$ cat config.mk
export PLATFORM = sky130hd
export DESIGN_NAME = adxl362_spi_responder_flat
export DESIGN_NICKNAME = d
export VERILOG_FILES = /design/src/rtl/adxl362_spi_responder_pkg.sv /design/src/rtl/adxl362_spi_responder_if.sv /design/src/rtl/adxl362_spi_responder_sync.sv /design/src/rtl/adxl362_spi_responder.sv /design/src/flat_wrapper.sv
export SDC_FILE = /design/constraint.sdc
export NUM_CORES = 1
export LEC_CHECK = 0
export CAP_MARGIN = 25
export CORE_ASPECT_RATIO = 2
export CORE_MARGIN = 2
export CORE_UTILIZATION = 47
export DETAILED_ROUTE_END_ITERATION = 10
export DONT_BUFFER_PORTS = 1
export PLACE_DENSITY = 0.72
export SLEW_MARGIN = 5
export SYNTH_ARGS = -nofsm -noshare
export SYNTH_HDL_FRONTEND = slang
export SYNTH_SLANG_ARGS = --single-unit
$ cat constraint.sdc
create_clock -name clk -period 2.8 [get_ports clk]
set_input_delay 0 -clock clk [delete_from_list [all_inputs] [get_ports clk]]
set_output_delay 0 -clock clk [all_outputs]
set_load 0.01 [all_outputs]
$ cat src/rtl/adxl362_spi_responder_pkg.sv
`default_nettype none
// ============================================================================
// Module      : adxl362_spi_responder_pkg
// Description : Opcodes, register map, ID bytes and FSM encoding for the
//               ADXL362 SPI responder.
// Revision    : 1.0 - initial release
// ============================================================================
package adxl362_spi_responder_pkg;

    localparam logic [7:0] CMD_WR         = 8'h0A;
    localparam logic [7:0] CMD_RD         = 8'h0B;
    localparam logic [7:0] SOFT_RESET_KEY = 8'h52;

    localparam logic [7:0] ID_AD   = 8'hAD;
    localparam logic [7:0] ID_MST  = 8'h1D;
    localparam logic [7:0] ID_PART = 8'hF2;
    localparam logic [7:0] ID_REV  = 8'h01;

    localparam logic [5:0] ADDR_DEVID_AD  = 6'h00;
    localparam logic [5:0] ADDR_DEVID_MST = 6'h01;
    localparam logic [5:0] ADDR_PARTID    = 6'h02;
    localparam logic [5:0] ADDR_REVID     = 6'h03;
    localparam logic [5:0] ADDR_XDATA     = 6'h08;
    localparam logic [5:0] ADDR_YDATA     = 6'h09;
    localparam logic [5:0] ADDR_ZDATA     = 6'h0A;
    localparam logic [5:0] ADDR_STATUS    = 6'h0B;
    localparam logic [5:0] ADDR_XDATA_L   = 6'h0E;
    localparam logic [5:0] ADDR_XDATA_H   = 6'h0F;
    localparam logic [5:0] ADDR_YDATA_L   = 6'h10;
    localparam logic [5:0] ADDR_YDATA_H   = 6'h11;
    localparam logic [5:0] ADDR_ZDATA_L   = 6'h12;
    localparam logic [5:0] ADDR_ZDATA_H   = 6'h13;
    localparam logic [5:0] ADDR_TEMP_L    = 6'h14;
    localparam logic [5:0] ADDR_TEMP_H    = 6'h15;
    localparam logic [5:0] ADDR_SOFT_RST  = 6'h1F;
    localparam logic [5:0] ADDR_RW_FIRST  = 6'h20;
    localparam logic [5:0] ADDR_RW_LAST   = 6'h2E;

    // Index of a control register inside the 0x20-0x2F bank
    localparam int IDX_FILTER_CTL = 12;
    localparam int IDX_POWER_CTL  = 13;

    localparam int STATE_W = 3;
    localparam logic [STATE_W-1:0] ST_IDLE    = 3'd0;
    localparam logic [STATE_W-1:0] ST_CMD     = 3'd1;
    localparam logic [STATE_W-1:0] ST_ADDR    = 3'd2;
    localparam logic [STATE_W-1:0] ST_DATA_WR = 3'd3;
    localparam logic [STATE_W-1:0] ST_DATA_RD = 3'd4;
    localparam logic [STATE_W-1:0] ST_IGNORE  = 3'd5;

    // High byte of a 12-bit sample: sign extended into bits 7:4
    function automatic logic [7:0] sample_hi(input logic [11:0] v);
        return {{4{v[11]}}, v[11:8]};
    endfunction

endpackage
`default_nettype wire

$ cat src/rtl/adxl362_spi_responder_if.sv
`default_nettype none
// ============================================================================
// Module      : adxl362_spi_responder_if
// Description : SPI bus lines between the accelerometer controller (master)
//               and the ADXL362 responder (slave).
// Revision    : 1.0 - initial release
// ============================================================================
interface adxl362_spi_responder_if;
    logic sclk;
    logic mosi;
    logic cs_n;
    logic miso;
    logic miso_oe;

    modport master (output sclk, output mosi, output cs_n, input miso, input miso_oe);
    modport slave  (input sclk, input mosi, input cs_n, output miso, output miso_oe);
endinterface
`default_nettype wire

$ cat src/rtl/adxl362_spi_responder_sync.sv
`default_nettype none
// ============================================================================
// Module      : spi_slave_sync
// Description : Synchronises sclk/mosi/cs_n into clk and emits one-cycle
//               edge pulses; o_mosi is delayed to line up with the pulses.
// Revision    : 1.0 - initial release
// ============================================================================
module spi_slave_sync #(
    parameter int SYNC_STAGES = 2
) (
    input  wire logic clk,
    input  wire logic rst,
    input  wire logic i_sclk,
    input  wire logic i_mosi,
    input  wire logic i_cs_n,
    output logic      o_mosi,
    output logic      o_sclk_rise,
    output logic      o_sclk_fall,
    output logic      o_cs_fall,
    output logic      o_cs_rise
);
    logic [SYNC_STAGES-1:0] r_sclk_sync;
    logic [SYNC_STAGES-1:0] r_mosi_sync;
    logic [SYNC_STAGES-1:0] r_cs_sync;
    logic                   r_sclk_d;
    logic                   r_cs_d;

    always_ff @(posedge clk) begin
        if (rst) begin
            r_sclk_sync <= '0;
            r_mosi_sync <= '0;
            r_cs_sync   <= '1;
            r_sclk_d    <= 1'b0;
            r_cs_d      <= 1'b1;
            o_mosi      <= 1'b0;
            o_sclk_rise <= 1'b0;
            o_sclk_fall <= 1'b0;
            o_cs_fall   <= 1'b0;
            o_cs_rise   <= 1'b0;
        end else begin
            r_sclk_sync <= {r_sclk_sync[SYNC_STAGES-2:0], i_sclk};
            r_mosi_sync <= {r_mosi_sync[SYNC_STAGES-2:0], i_mosi};
            r_cs_sync   <= {r_cs_sync[SYNC_STAGES-2:0], i_cs_n};
            r_sclk_d    <= r_sclk_sync[SYNC_STAGES-1];
            r_cs_d      <= r_cs_sync[SYNC_STAGES-1];
            o_mosi      <= r_mosi_sync[SYNC_STAGES-1];
            o_sclk_rise <=  r_sclk_sync[SYNC_STAGES-1] & ~r_sclk_d;
            o_sclk_fall <= ~r_sclk_sync[SYNC_STAGES-1] &  r_sclk_d;
            o_cs_fall   <= ~r_cs_sync[SYNC_STAGES-1]   &  r_cs_d;
            o_cs_rise   <=  r_cs_sync[SYNC_STAGES-1]   & ~r_cs_d;
        end
    end
endmodule
`default_nettype wire

$ cat src/rtl/adxl362_spi_responder.sv
`default_nettype none
// ============================================================================
// Module      : adxl362_spi_responder
// Description : ADXL362 SPI mode-0 slave model serving ID, sample, status
//               and control registers to the accelerometer controller.
// Revision    : 1.0 - initial release
// ============================================================================
module adxl362_spi_responder
    import adxl362_spi_responder_pkg::*;
#(
    parameter int         SYNC_STAGES = 2,
    parameter logic [7:0] FILTER_RST  = 8'h13
) (
    input  wire logic                  clk,
    input  wire logic                  reset,
    adxl362_spi_responder_if.slave     spi,
    input  wire logic [11:0]           x_in,
    input  wire logic [11:0]           y_in,
    input  wire logic [11:0]           z_in,
    input  wire logic [11:0]           temp_in,
    input  wire logic                  sample_valid,
    output logic [7:0]                 power_ctl,
    output logic [7:0]                 filter_ctl,
    output logic                       reg_wr,
    output logic                       cmd_error
);
    logic               w_mosi, w_sclk_rise, w_sclk_fall, w_cs_fall, w_cs_rise;
    logic [STATE_W-1:0] r_state, w_state_nxt;
    logic [2:0]         r_bit_cnt;
    logic [7:0]         r_shift, r_tx, w_rx_byte, w_rdata;
    logic [5:0]         r_addr;
    logic               r_is_read, r_miso, r_oe, r_touched, r_drdy;
    logic               w_byte_done, w_cmd_err, w_wr_commit, w_wr_ok, w_in_ctl;
    logic [11:0]        r_x, r_y, r_z, r_t, r_sx, r_sy, r_sz, r_st;
    logic [7:0]         r_ctl [16];

    spi_slave_sync #(.SYNC_STAGES(SYNC_STAGES)) u_sync (
        .clk         (clk),
        .rst         (reset),
        .i_sclk      (spi.sclk),
        .i_mosi      (spi.mosi),
        .i_cs_n      (spi.cs_n),
        .o_mosi      (w_mosi),
        .o_sclk_rise (w_sclk_rise),
        .o_sclk_fall (w_sclk_fall),
        .o_cs_fall   (w_cs_fall),
        .o_cs_rise   (w_cs_rise)
    );

    assign w_rx_byte   = {r_shift[6:0], w_mosi};
    assign w_byte_done = w_sclk_rise && (r_bit_cnt == 3'd7);
    assign w_in_ctl    = (r_addr >= ADDR_RW_FIRST) && (r_addr <= ADDR_RW_LAST);
    assign w_wr_ok     = w_in_ctl || (r_addr == ADDR_SOFT_RST);

    assign spi.miso    = r_miso;
    assign spi.miso_oe = r_oe & ~w_cs_rise;
    assign filter_ctl  = r_ctl[IDX_FILTER_CTL];
    assign power_ctl   = r_ctl[IDX_POWER_CTL];

    always_ff @(posedge clk) begin
        if (reset) r_state <= ST_IDLE;
        else       r_state <= w_state_nxt;
    end

    always_comb begin
        w_state_nxt = r_state;
        w_cmd_err   = 1'b0;
        w_wr_commit = 1'b0;
        if (w_cs_rise) begin
            w_state_nxt = ST_IDLE;
        end else begin
            case (r_state)
                ST_IDLE:    if (w_cs_fall) w_state_nxt = ST_CMD;
                ST_CMD: begin
                    if (w_byte_done) begin
                        if (w_rx_byte == CMD_WR || w_rx_byte == CMD_RD) begin
                            w_state_nxt = ST_ADDR;
                        end else begin
                            w_state_nxt = ST_IGNORE;
                            w_cmd_err   = 1'b1;
                        end
                    end
                end
                ST_ADDR:    if (w_byte_done) w_state_nxt = r_is_read ? ST_DATA_RD : ST_DATA_WR;
                ST_DATA_WR: w_wr_commit = w_byte_done;
                default:    ;
            endcase
        end
    end

    always_comb begin
        w_rdata = 8'h00;
        case (r_addr)
            ADDR_DEVID_AD:  w_rdata = ID_AD;
            ADDR_DEVID_MST: w_rdata = ID_MST;
            ADDR_PARTID:    w_rdata = ID_PART;
            ADDR_REVID:     w_rdata = ID_REV;
            ADDR_XDATA:     w_rdata = r_sx[11:4];
            ADDR_YDATA:     w_rdata = r_sy[11:4];
            ADDR_ZDATA:     w_rdata = r_sz[11:4];
            ADDR_STATUS:    w_rdata = {7'b0, r_drdy};
            ADDR_XDATA_L:   w_rdata = r_sx[7:0];
            ADDR_XDATA_H:   w_rdata = sample_hi(r_sx);
            ADDR_YDATA_L:   w_rdata = r_sy[7:0];
            ADDR_YDATA_H:   w_rdata = sample_hi(r_sy);
            ADDR_ZDATA_L:   w_rdata = r_sz[7:0];
            ADDR_ZDATA_H:   w_rdata = sample_hi(r_sz);
            ADDR_TEMP_L:    w_rdata = r_st[7:0];
            ADDR_TEMP_H:    w_rdata = sample_hi(r_st);
            default:        if (w_in_ctl) w_rdata = r_ctl[r_addr[3:0]];
        endcase
    end

    // Serial datapath: shift-in on rise, shift-out on fall
    always_ff @(posedge clk) begin
        if (reset) begin
            r_bit_cnt <= 3'd0;
            r_shift   <= 8'h00;
            r_tx      <= 8'h00;
            r_addr    <= 6'h00;
            r_is_read <= 1'b0;
            r_miso    <= 1'b0;
            r_oe      <= 1'b0;
            r_touched <= 1'b0;
            reg_wr    <= 1'b0;
            cmd_error <= 1'b0;
        end else begin
            reg_wr    <= 1'b0;
            cmd_error <= w_cmd_err;
            if (r_state == ST_IDLE || w_cs_rise) begin
                r_bit_cnt <= 3'd0;
            end else if (w_sclk_rise) begin
                r_shift   <= w_rx_byte;
                r_bit_cnt <= r_bit_cnt + 3'd1;
            end
            if (r_state == ST_CMD && w_byte_done) r_is_read <= (w_rx_byte == CMD_RD);
            if (r_state == ST_ADDR && w_byte_done) r_addr <= w_rx_byte[5:0];
            if (w_wr_commit) begin
                reg_wr <= w_wr_ok;
                r_addr <= r_addr + 6'd1;
            end
            if (r_state == ST_DATA_RD && w_sclk_fall && !w_cs_rise) begin
                if (r_bit_cnt == 3'd0) begin
                    r_tx   <= {w_rdata[6:0], 1'b0};
                    r_miso <= w_rdata[7];
                    r_oe   <= 1'b1;
                    r_addr <= r_addr + 6'd1;
                    if (r_addr >= ADDR_XDATA && r_addr <= ADDR_TEMP_H) r_touched <= 1'b1;
                end else begin
                    r_miso <= r_tx[7];
                    r_tx   <= {r_tx[6:0], 1'b0};
                end
            end
            if (w_cs_rise) begin
                r_oe      <= 1'b0;
                r_miso    <= 1'b0;
                r_touched <= 1'b0;
            end
        end
    end

    always_ff @(posedge clk) begin
        if (reset) begin
            for (int i = 0; i < 16; i++) r_ctl[i] <= (i == IDX_FILTER_CTL) ? FILTER_RST : 8'h00;
        end else if (w_wr_commit && w_wr_ok) begin
            if (r_addr == ADDR_SOFT_RST) begin
                if (w_rx_byte == SOFT_RESET_KEY)
                    for (int i = 0; i < 16; i++) r_ctl[i] <= (i == IDX_FILTER_CTL) ? FILTER_RST : 8'h00;
            end else begin
                r_ctl[r_addr[3:0]] <= w_rx_byte;
            end
        end
    end

    // Shadow copy at frame start keeps multi-byte sample reads coherent
    always_ff @(posedge clk) begin
        if (reset) begin
            {r_x, r_y, r_z, r_t}     <= '0;
            {r_sx, r_sy, r_sz, r_st} <= '0;
            r_drdy                   <= 1'b0;
        end else begin
            if (w_cs_fall) {r_sx, r_sy, r_sz, r_st} <= {r_x, r_y, r_z, r_t};
            if (sample_valid) begin
                {r_x, r_y, r_z, r_t} <= {x_in, y_in, z_in, temp_in};
                r_drdy               <= 1'b1;
            end else if (w_cs_rise && r_touched) begin
                r_drdy <= 1'b0;
            end
        end
    end
endmodule
`default_nettype wire

$ cat src/flat_wrapper.sv
// flat-port wrapper written by rule: the top's interface ports become plain ports
module adxl362_spi_responder_flat import adxl362_spi_responder_pkg::*;
#(
    parameter int         SYNC_STAGES = 2,
    parameter logic [7:0] FILTER_RST  = 8'h13
)
  (clk, reset, x_in, y_in, z_in, temp_in, sample_valid, power_ctl, filter_ctl, reg_wr, cmd_error, spi_sclk, spi_mosi, spi_cs_n, spi_miso, spi_miso_oe);
  adxl362_spi_responder_if spi_i ();
  input  wire logic clk;
  input  wire logic reset;
  input  wire logic [11:0] x_in;
  input  wire logic [11:0] y_in;
  input  wire logic [11:0] z_in;
  input  wire logic [11:0] temp_in;
  input  wire logic sample_valid;
  output logic [7:0] power_ctl;
  output logic [7:0] filter_ctl;
  output logic reg_wr;
  output logic cmd_error;
  input wire logic [$bits(spi_i.sclk)-1:0] spi_sclk;
  input wire logic [$bits(spi_i.mosi)-1:0] spi_mosi;
  input wire logic [$bits(spi_i.cs_n)-1:0] spi_cs_n;
  output wire logic [$bits(spi_i.miso)-1:0] spi_miso;
  output wire logic [$bits(spi_i.miso_oe)-1:0] spi_miso_oe;
  assign spi_i.sclk = spi_sclk;
  assign spi_i.mosi = spi_mosi;
  assign spi_i.cs_n = spi_cs_n;
  assign spi_miso = spi_i.miso;
  assign spi_miso_oe = spi_i.miso_oe;
  adxl362_spi_responder #(.SYNC_STAGES(SYNC_STAGES), .FILTER_RST(FILTER_RST)) u_core (.clk(clk), .reset(reset), .spi(spi_i), .x_in(x_in), .y_in(y_in), .z_in(z_in), .temp_in(temp_in), .sample_valid(sample_valid), .power_ctl(power_ctl), .filter_ctl(filter_ctl), .reg_wr(reg_wr), .cmd_error(cmd_error));
endmodule
==> results of run 1 <==
==> per-layer routing <==
| layer | global-route usage (%) | vias up |
|---|---|---|
| met5 | 0 | - |
| met4 | 18.6 | 0 |
| met3 | 2.85 | 118 |
| met2 | 49.0 | 284 |
| met1 | 23.4 | 4279 |
| li1 | - | 4096 |
==> cells by family after synthesis <==
logic type | after synthesis | share of synthesized area [%]
AOI/OAI and AO/OA | 105 | 5.78
xor gates and xnor gates | 1 | 0.0704
adders and majority gates | 8 | 0.805
buffers and inverters | 92 | 3.56
DFF | 270 | 53.7
muxes | 147 | 15.4
and+or+nand+nor | 460 | 20.7
==> synthesized netlist by cell type (4+ instances only) <==
library cell    n
dfxtp_1       142
nor2_1        132
and2_1        130
edfxtp_1      128
mux2i_1       110
nand3_1        52
clkbuf_1       48
mux4_2         35
nand2_1        32
o21ai_1        22
a21oi_1        18
buf_2          18
nor2b_1        17
nand4_1        14
nor2_2         14
nor3_1         10
o21ai_0        10
ha_1            8
or3_1           8
buf_6           7
a31oi_1         6
buf_4           6
and3b_1         5
inv_1           5
o211ai_1        5
a211oi_1        4
a22o_1          4
a32oi_1         4
buf_1           4
inv_2           4
nand2b_1        4
nand3b_1        4
nor4_1          4
==> registers in the layout, indices dropped and copies added (netlist names), 2 cells and up <==
register / count
u_core.r_ctl: 128
u_core.r_st: 12
u_core.r_sx: 12
u_core.r_sy: 12
u_core.r_sz: 12
u_core.r_t: 12
u_core.r_x: 12
u_core.r_y: 12
u_core.r_z: 12
u_core.r_shift: 7
u_core.r_tx: 7
u_core.r_addr: 6
u_core.r_bit_cnt: 3
u_core.r_state: 3
u_core.u_sync.r_cs_sync: 2
u_core.u_sync.r_mosi_sync: 2
u_core.u_sync.r_sclk_sync: 2
==> worst max-delay path: cells and delay by family, from the launching register on <==
family	cells	cell delay [ps]
AOI/OAI and AO/OA	1	620
adders and majority gates	2	360
DFF	1	380
and+or+nand+nor	3	920
==> metrics by stage <==
step | cell area [µm²] | hold WS (ps) | TNS (ps) | setup WS (ps) | cells
floorplan | 12400 | 104 | 0 | 117 | 1083
global placement | 12800 | 78.8 | 0 | 196 | 1392
detailed placement | 12800 | 79.9 | 0 | 82.7 | 1392
CTS | 14800 | 27.2 | 0 | 55.6 | 1542
global route | 14800 | 66.2 | -2250 | -53.2 | 1542
finish | 14800 | 36.1 | 0 | 137 | 1542
==> worst max path at each step <==
stage	from	end	slack [ps]	cells after the start
2_1_floorplan	u_core.r_addr[1]$_SDFF_PP0_	u_core.r_ctl[1][0]$_SDFFCE_PN0P_	120	9
3_3_place_gp	u_core.r_bit_cnt[0]$_SDFFE_PP0P_	u_core.r_ctl[9][5]$_SDFFCE_PN0P_	200	6
3_5_place_dp	u_core.r_bit_cnt[0]$_SDFFE_PP0P_	u_core.r_ctl[8][6]$_SDFFCE_PN0P_	80	7
4_1_cts	u_core.r_bit_cnt[0]$_SDFFE_PP0P_	u_core.r_ctl[9][3]$_SDFFCE_PN0P_	60	6
5_1_grt	u_core.r_bit_cnt[0]$_SDFFE_PP0P_	u_core.r_ctl[15][6]$_SDFFCE_PN0P_	-50	6
6_report	u_core.r_bit_cnt[0]$_SDFFE_PP0P_	u_core.r_ctl[14][3]$_SDFFCE_PN0P_	140	6
==> power groups by stage <==
stage / combinational (W) / sequential (W) / clock (W)
2_1_floorplan: 0.000198 / 0.00436 / 0
3_3_place_gp: 0.000184 / 0.00440 / 0
3_5_place_dp: 0.000190 / 0.00440 / 0
4_1_cts: 0.000378 / 0.00431 / 0.00354
5_1_grt: 0.000416 / 0.00432 / 0.00369
6_report: 0.000385 / 0.00432 / 0.00350
==> area by class of cell <==
cell class | instances | area (µm²) | area share (%)
Clock buffer | 32 | 714 | 4.84
Tap cell | 344 | 430 | 2.91
Multi-Input combinational cell | 721 | 5330 | 36.1
Clock inverter | 14 | 130 | 0.881
Sequential cell | 270 | 6690 | 45.3
Timing Repair Buffer | 152 | 1440 | 9.76
Inverter | 9 | 33.8 | 0.229
==> timing repair <==
item	in CTS	in global routing
gates resized for setup	0	5
endpoints found under the setup margin	0	109
hold buffers	104	0
endpoints found under the hold margin	142	0
==> flow_summary.ini, run 1 <==
[worst_hold_path]
hold_depth = 4
min_path_type = in2reg
min_from = reset
min_to = u_core.r_ctl[12][1]$_SDFFCE_PN1P_

[detailed_routing]
wl_met1_um = 11200
ant_nets = 0
wl_per_cell_um = 22.5
drc = 0
drtIter0Drc = 408
wirelength_um = 34700
wl_met3_um = 1290
top_layer_used = met4
via_per_inst = 5.69
met2_length_um = 19400
dr.pass1.iters = 5
route.vias.total = 8777

[sta]
setup_viol = 0
worst_pin_slew_ps = 689
fin_skew_ps = 22.6
drv_slew = 0
rsz0062_at_grt = true
timing_hold_violations_final = 0
fin_crit_sh_pct = 95.1
max_freq_mhz = 375
max-slew-margin-rel_pct = 53.8
fin_crit_ps = 2660

[die]
core_area_um2 = 26200
die_x_um = 119
initial_core_util_pct = 47.5
chipHeight_um = 234
die_area_um2 = 27900
row_count = 84
design.portCount = 74

[cts]
cts_buffers = 25
postCtsSetupRepairBufs = 0
cts.sinks = 270
cts_root_buffer = clkbuf_16
h-tree-depth = 1
cts_tree = built
path_clk_slew_ps = 60
clkLatencyLatePin_ps = 550
clockBufferDepth = 3

[synth]
yosysTopAreaCell = edfxtp_1
postSynthCellCount = 1083
syn_nets = 1145
synth_seq_area_share_pct = 53.7
synth_cell_types = 78
ys.flop_type = dfxtp_1
syn_area_per_cell_um2 = 11.5
synth_enable_flop_cells = 128
ys_top_cells_by_area = edfxtp_1 31%, dfxtp_1 23%, mux2i_1 8.8%, and2_1 6.5%, mux4_2 6.3%
synth_area_um2 = 12400
ys_seq_elements = 270
async_flop_share_pct = 0
yosysWarnings = 0
synth_top_cell_area_share_pct = 30.9

[critical_path]
worst-path-max-fanout = 8
path_cells = ha_1 -> ha_1 -> nand3b_1 -> nor3_4 -> nand4_4 -> o21ai_1
crit_type = reg2reg
worst_ep_required_time_ps = 2980
max_stage_delay_ps = 620
rrSetupSlack_ps = 140
ff2ff_path_depth = 6
crit_top_cell = ha_1
cpMaxStageDelayCell = o21ai_1
end_kind = flip-flop
crit_arrival_ps = 2850
r2r-end = u_core.r_ctl[14][3]$_SDFFCE_PN0P_
cp-start-kind = flip-flop
r2r-start = u_core.r_bit_cnt[0]$_SDFFE_PP0P_

[layout]
n_fill_cell = 2149
syn_to_final_growth_pct = 18.7
fin_nets = 1241
finish.utilization_pct = 56.4
drive_above_1_share_pct = 14.2
final_common_cell = dfxtp_1
antenna_cells = 0
mostFrequentLayoutCells = 140 x dfxtp_1, 132 x nor2_1, 130 x and2_1

[power]
total_power_w = 0.00820
powerDensity_nw_per_um2 = 555
p_leak_nw = 5.40
peakVddDrop_mv = 0.637
seqPwrFrac_pct = 52.6
switching_power_w = 0.00175
power_frac_comb_pct = 4.7
netSwitchingFraction_pct = 21.3
power.internal_w = 0.00645
power_frac_clock_pct = 42.7

[placement]
io_buffers = 0
finalWeightedCongestion = 0.981
dpl.hpwl_um = 24200

[run_status]
status = finished, final reports clean

[global_routing]
globalRouteOverflowTotal = 0
grt_pass1_wl_um = 52600
grt_use_total_pct = 25.1
antenna_found_initial = 0
grt_max_degree = 138
grt_pass1_vias = 9178

[job]
max_cap_viol_count = 0
No activity file was read; power rests on OpenSTA's default activity.
==> run 2, diff against run 1 <==
- ABC_AREA: default -> 1
==> flow_summary.ini, run 2 <==
[detailed_routing]
wl_per_cell_um = 17.8
ant_nets = 0
dr.pass1.iters = 5
route.vias.total = 10500
drtIter0Drc = 649
wirelength_um = 34600
via_per_inst = 5.39
drc = 0

[synth]
yosysMostFrequentCell = nor2_1
syn_nets = 1569
yosysTopAreaCell = edfxtp_1
synth_fa_ha_area_share_pct = 0.825
syn_area_per_cell_um2 = 8.05
synth_xor_area_share_pct = 0.217
ys_seq_elements = 270
synth_enable_flop_cells = 128
synth_seq_area_share_pct = 55.1
synth_top_family_by_area = simple AND/OR/NAND/NOR gates
synth_top_cell_area_share_pct = 31.7
synth_commonest_cells = 402 x nor2_1, 295 x nand2_1, 146 x o21ai_0
synthSimpleGateAreaFrac_pct = 29.5
muxShareOfSynthArea_pct = 0
synth-compound-area-share_pct = 9.30
async_flop_share_pct = 0
synth_area_um2 = 12100
synth_cell_types = 35
ys_top_cells_by_area = edfxtp_1 32%, dfxtp_1 23%, nor2_1 12%, nand2_1 9.1%, o21ai_0 6.0%
postSynthCellCount = 1507
ys.flop_type = dfxtp_1
yosysWarnings = 0

[die]
core_area_um2 = 25500
row_count = 83
die_x_um = 118
initial_core_util_pct = 47.5
chipHeight_um = 231
die_area_um2 = 27200
design.portCount = 74

[layout]
fin_nets = 1647
syn_to_final_growth_pct = 18.0
antenna_cells = 0
regMostFlops = u_core.r_ctl
final_common_cell = nor2_1
largest_register_ffs = 128
layout.cells.non_filler = 1943
mostFrequentLayoutCells = 399 x nor2_1, 295 x nand2_1, 146 x o21ai_0
drive_above_1_share_pct = 7.36

[cts]
cts_tree = built
clockBufferDepth = 3
cts.sinks = 270
path_clk_slew_ps = 70
cts_buffers = 24
h-tree-depth = 1
postCtsSetupRepairBufs = 0
cts_root_buffer = clkbuf_16
clkLatencyLatePin_ps = 540

[placement]
dp.cells = 1798
io_buffers = 0
finalWeightedCongestion = 0.992
dpl.hpwl_um = 23600
pre_cts_slack_ps = 238

[global_routing]
antenna_found_initial = 0
grt_max_degree = 66
grt_pass1_vias = 10500
globalRouteOverflowTotal = 0
grt_use_total_pct = 25.4
grt_pass1_wl_um = 54000

[sta]
max-slew-margin-rel_pct = 32.4
rsz0062_at_grt = false
timing_hold_violations_final = 0
setup_tns_ps = 0
max_freq_mhz = 387
fin_crit_sh_pct = 92.4
finalWorstSetupSlack_ps = 213
setup_viol = 0
drv_slew = 0
fin_skew_ps = 15.3
whs_ps = 117
worst_pin_slew_ps = 1010
fin_crit_ps = 2590

[critical_path]
crit_top_cell = dlygate4sd3_1
crit_type = in2reg
cp_top_family = buffers and inverters
startpoint = reset
crit_arrival_ps = 3010
end_kind = flip-flop
path_cells = dlygate4sd3_1 -> inv_2 -> buf_4 -> o21ai_0 -> nor2_1 -> dlygate4sd3_1
cp-start-kind = input port
max_stage_delay_ps = 1200
worst-path-max-fanout = 53
r2r-start = u_core.r_bit_cnt[0]$_SDFFE_PP0P_
cpMaxStageDelayCell = dlygate4sd3_1
worst_ep_required_time_ps = 3230
worst-path-buf-inv = 4

[run_status]
status = finished, final reports clean

[power]
p_leak_nw = 5.82
powerDensity_nw_per_um2 = 575
peakVddDrop_mv = 0.594

[job]
max_cap_viol_count = 0

[worst_hold_path]
min_from = spi_sclk
min_path_type = in2reg
run 2: cell types whose count changed in the layout (fill, tap and decap cells not counted), moves of 32 or more:
cell / change
nor2_1: +267
nand2_1: +263
mux4_2: -35
and2_1: -129
o21ai_0: +136
a21oi_1: +32
mux2i_1: -110
inv_1: +50
run 2: final cells by class:
| class | count | area, µm² |
|---|---|---|
| inverter | 70 | 263 |
| sequential | 270 | 6690 |
| tap | 340 | 425 |
| clock buffer | 28 | 637 |
| timing repair buffer | 141 | 1320 |
| fill | 2284 | 11200 |
| clock inverter | 16 | 143 |
| multi-input combinational | 1078 | 4840 |
run 2: tightest hold or removal path: cells and delay by family:
family,cells,cell delay (ps)
simple gates,1,30
buf+inv,2,560
run 2: stage by stage:
| stage | total power (W) | util, % | area (µm²) |
|---|---|---|---|
| 3_5_place_dp | 0.00490 | 49.0 | 12500 |
| 3_3_place_gp | 0.00489 | 49.0 | 12500 |
| 5_1_grt | 0.00852 | 56.0 | 14300 |
| 2_1_floorplan | 0.00477 | - | 12100 |
| 6_report | 0.00823 | 56.0 | 14300 |
| 4_1_cts | 0.00828 | 56.0 | 14300 |
run 2: report_power, final:
part           switching, W  total (W)  internal [W]
registers          0.000101    0.00441       0.00431
clock network       0.00144    0.00327       0.00182
logic              0.000337   0.000560      0.000223
run 2: worst paths after layout:
check / endpoint / slack (ps) / cells after the start
worst max-delay path: u_core.r_x[4]$_SDFFE_PP0P_ / 210 / 6
worst min-delay path: u_core.u_sync.r_sclk_sync[0]$_SDFF_PP0_ / 120 / 3
worst max register to register: u_core.r_ctl[13][2]$_SDFFCE_PN0P_ / 220 / 10
worst min register to register: u_core.u_sync.r_mosi_sync[1]$_SDFF_PP0_ / 400 / 2
run 2: what timing repair did:
action                    4_1_cts  5_1_grt
resized for setup               0        0
hold endpoints to repair       97        0
hold buffers                  101        0
run 2: metal layers:
| layer | wire, µm | GRT usage [%] | vias up |
|---|---|---|---|
| li1 | - | - | 5109 |
| met1 | 11400 | 23.8 | 4812 |
| met2 | 18500 | 48.7 | 387 |
| met3 | 1540 | 2.51 | 160 |
| met4 | 3100 | 20.7 | 0 |
| met5 | 0 | 0 | - |
run 2: cells by family after synthesis:
group                    count (synthesis)
adder cells (fa/ha/maj)                  8
AND/OR/NAND/NOR                        853
buffers and inverters                  159
AO/OA/AOI/OAI                          214
flip-flops                             270
XOR/XNOR                                 3
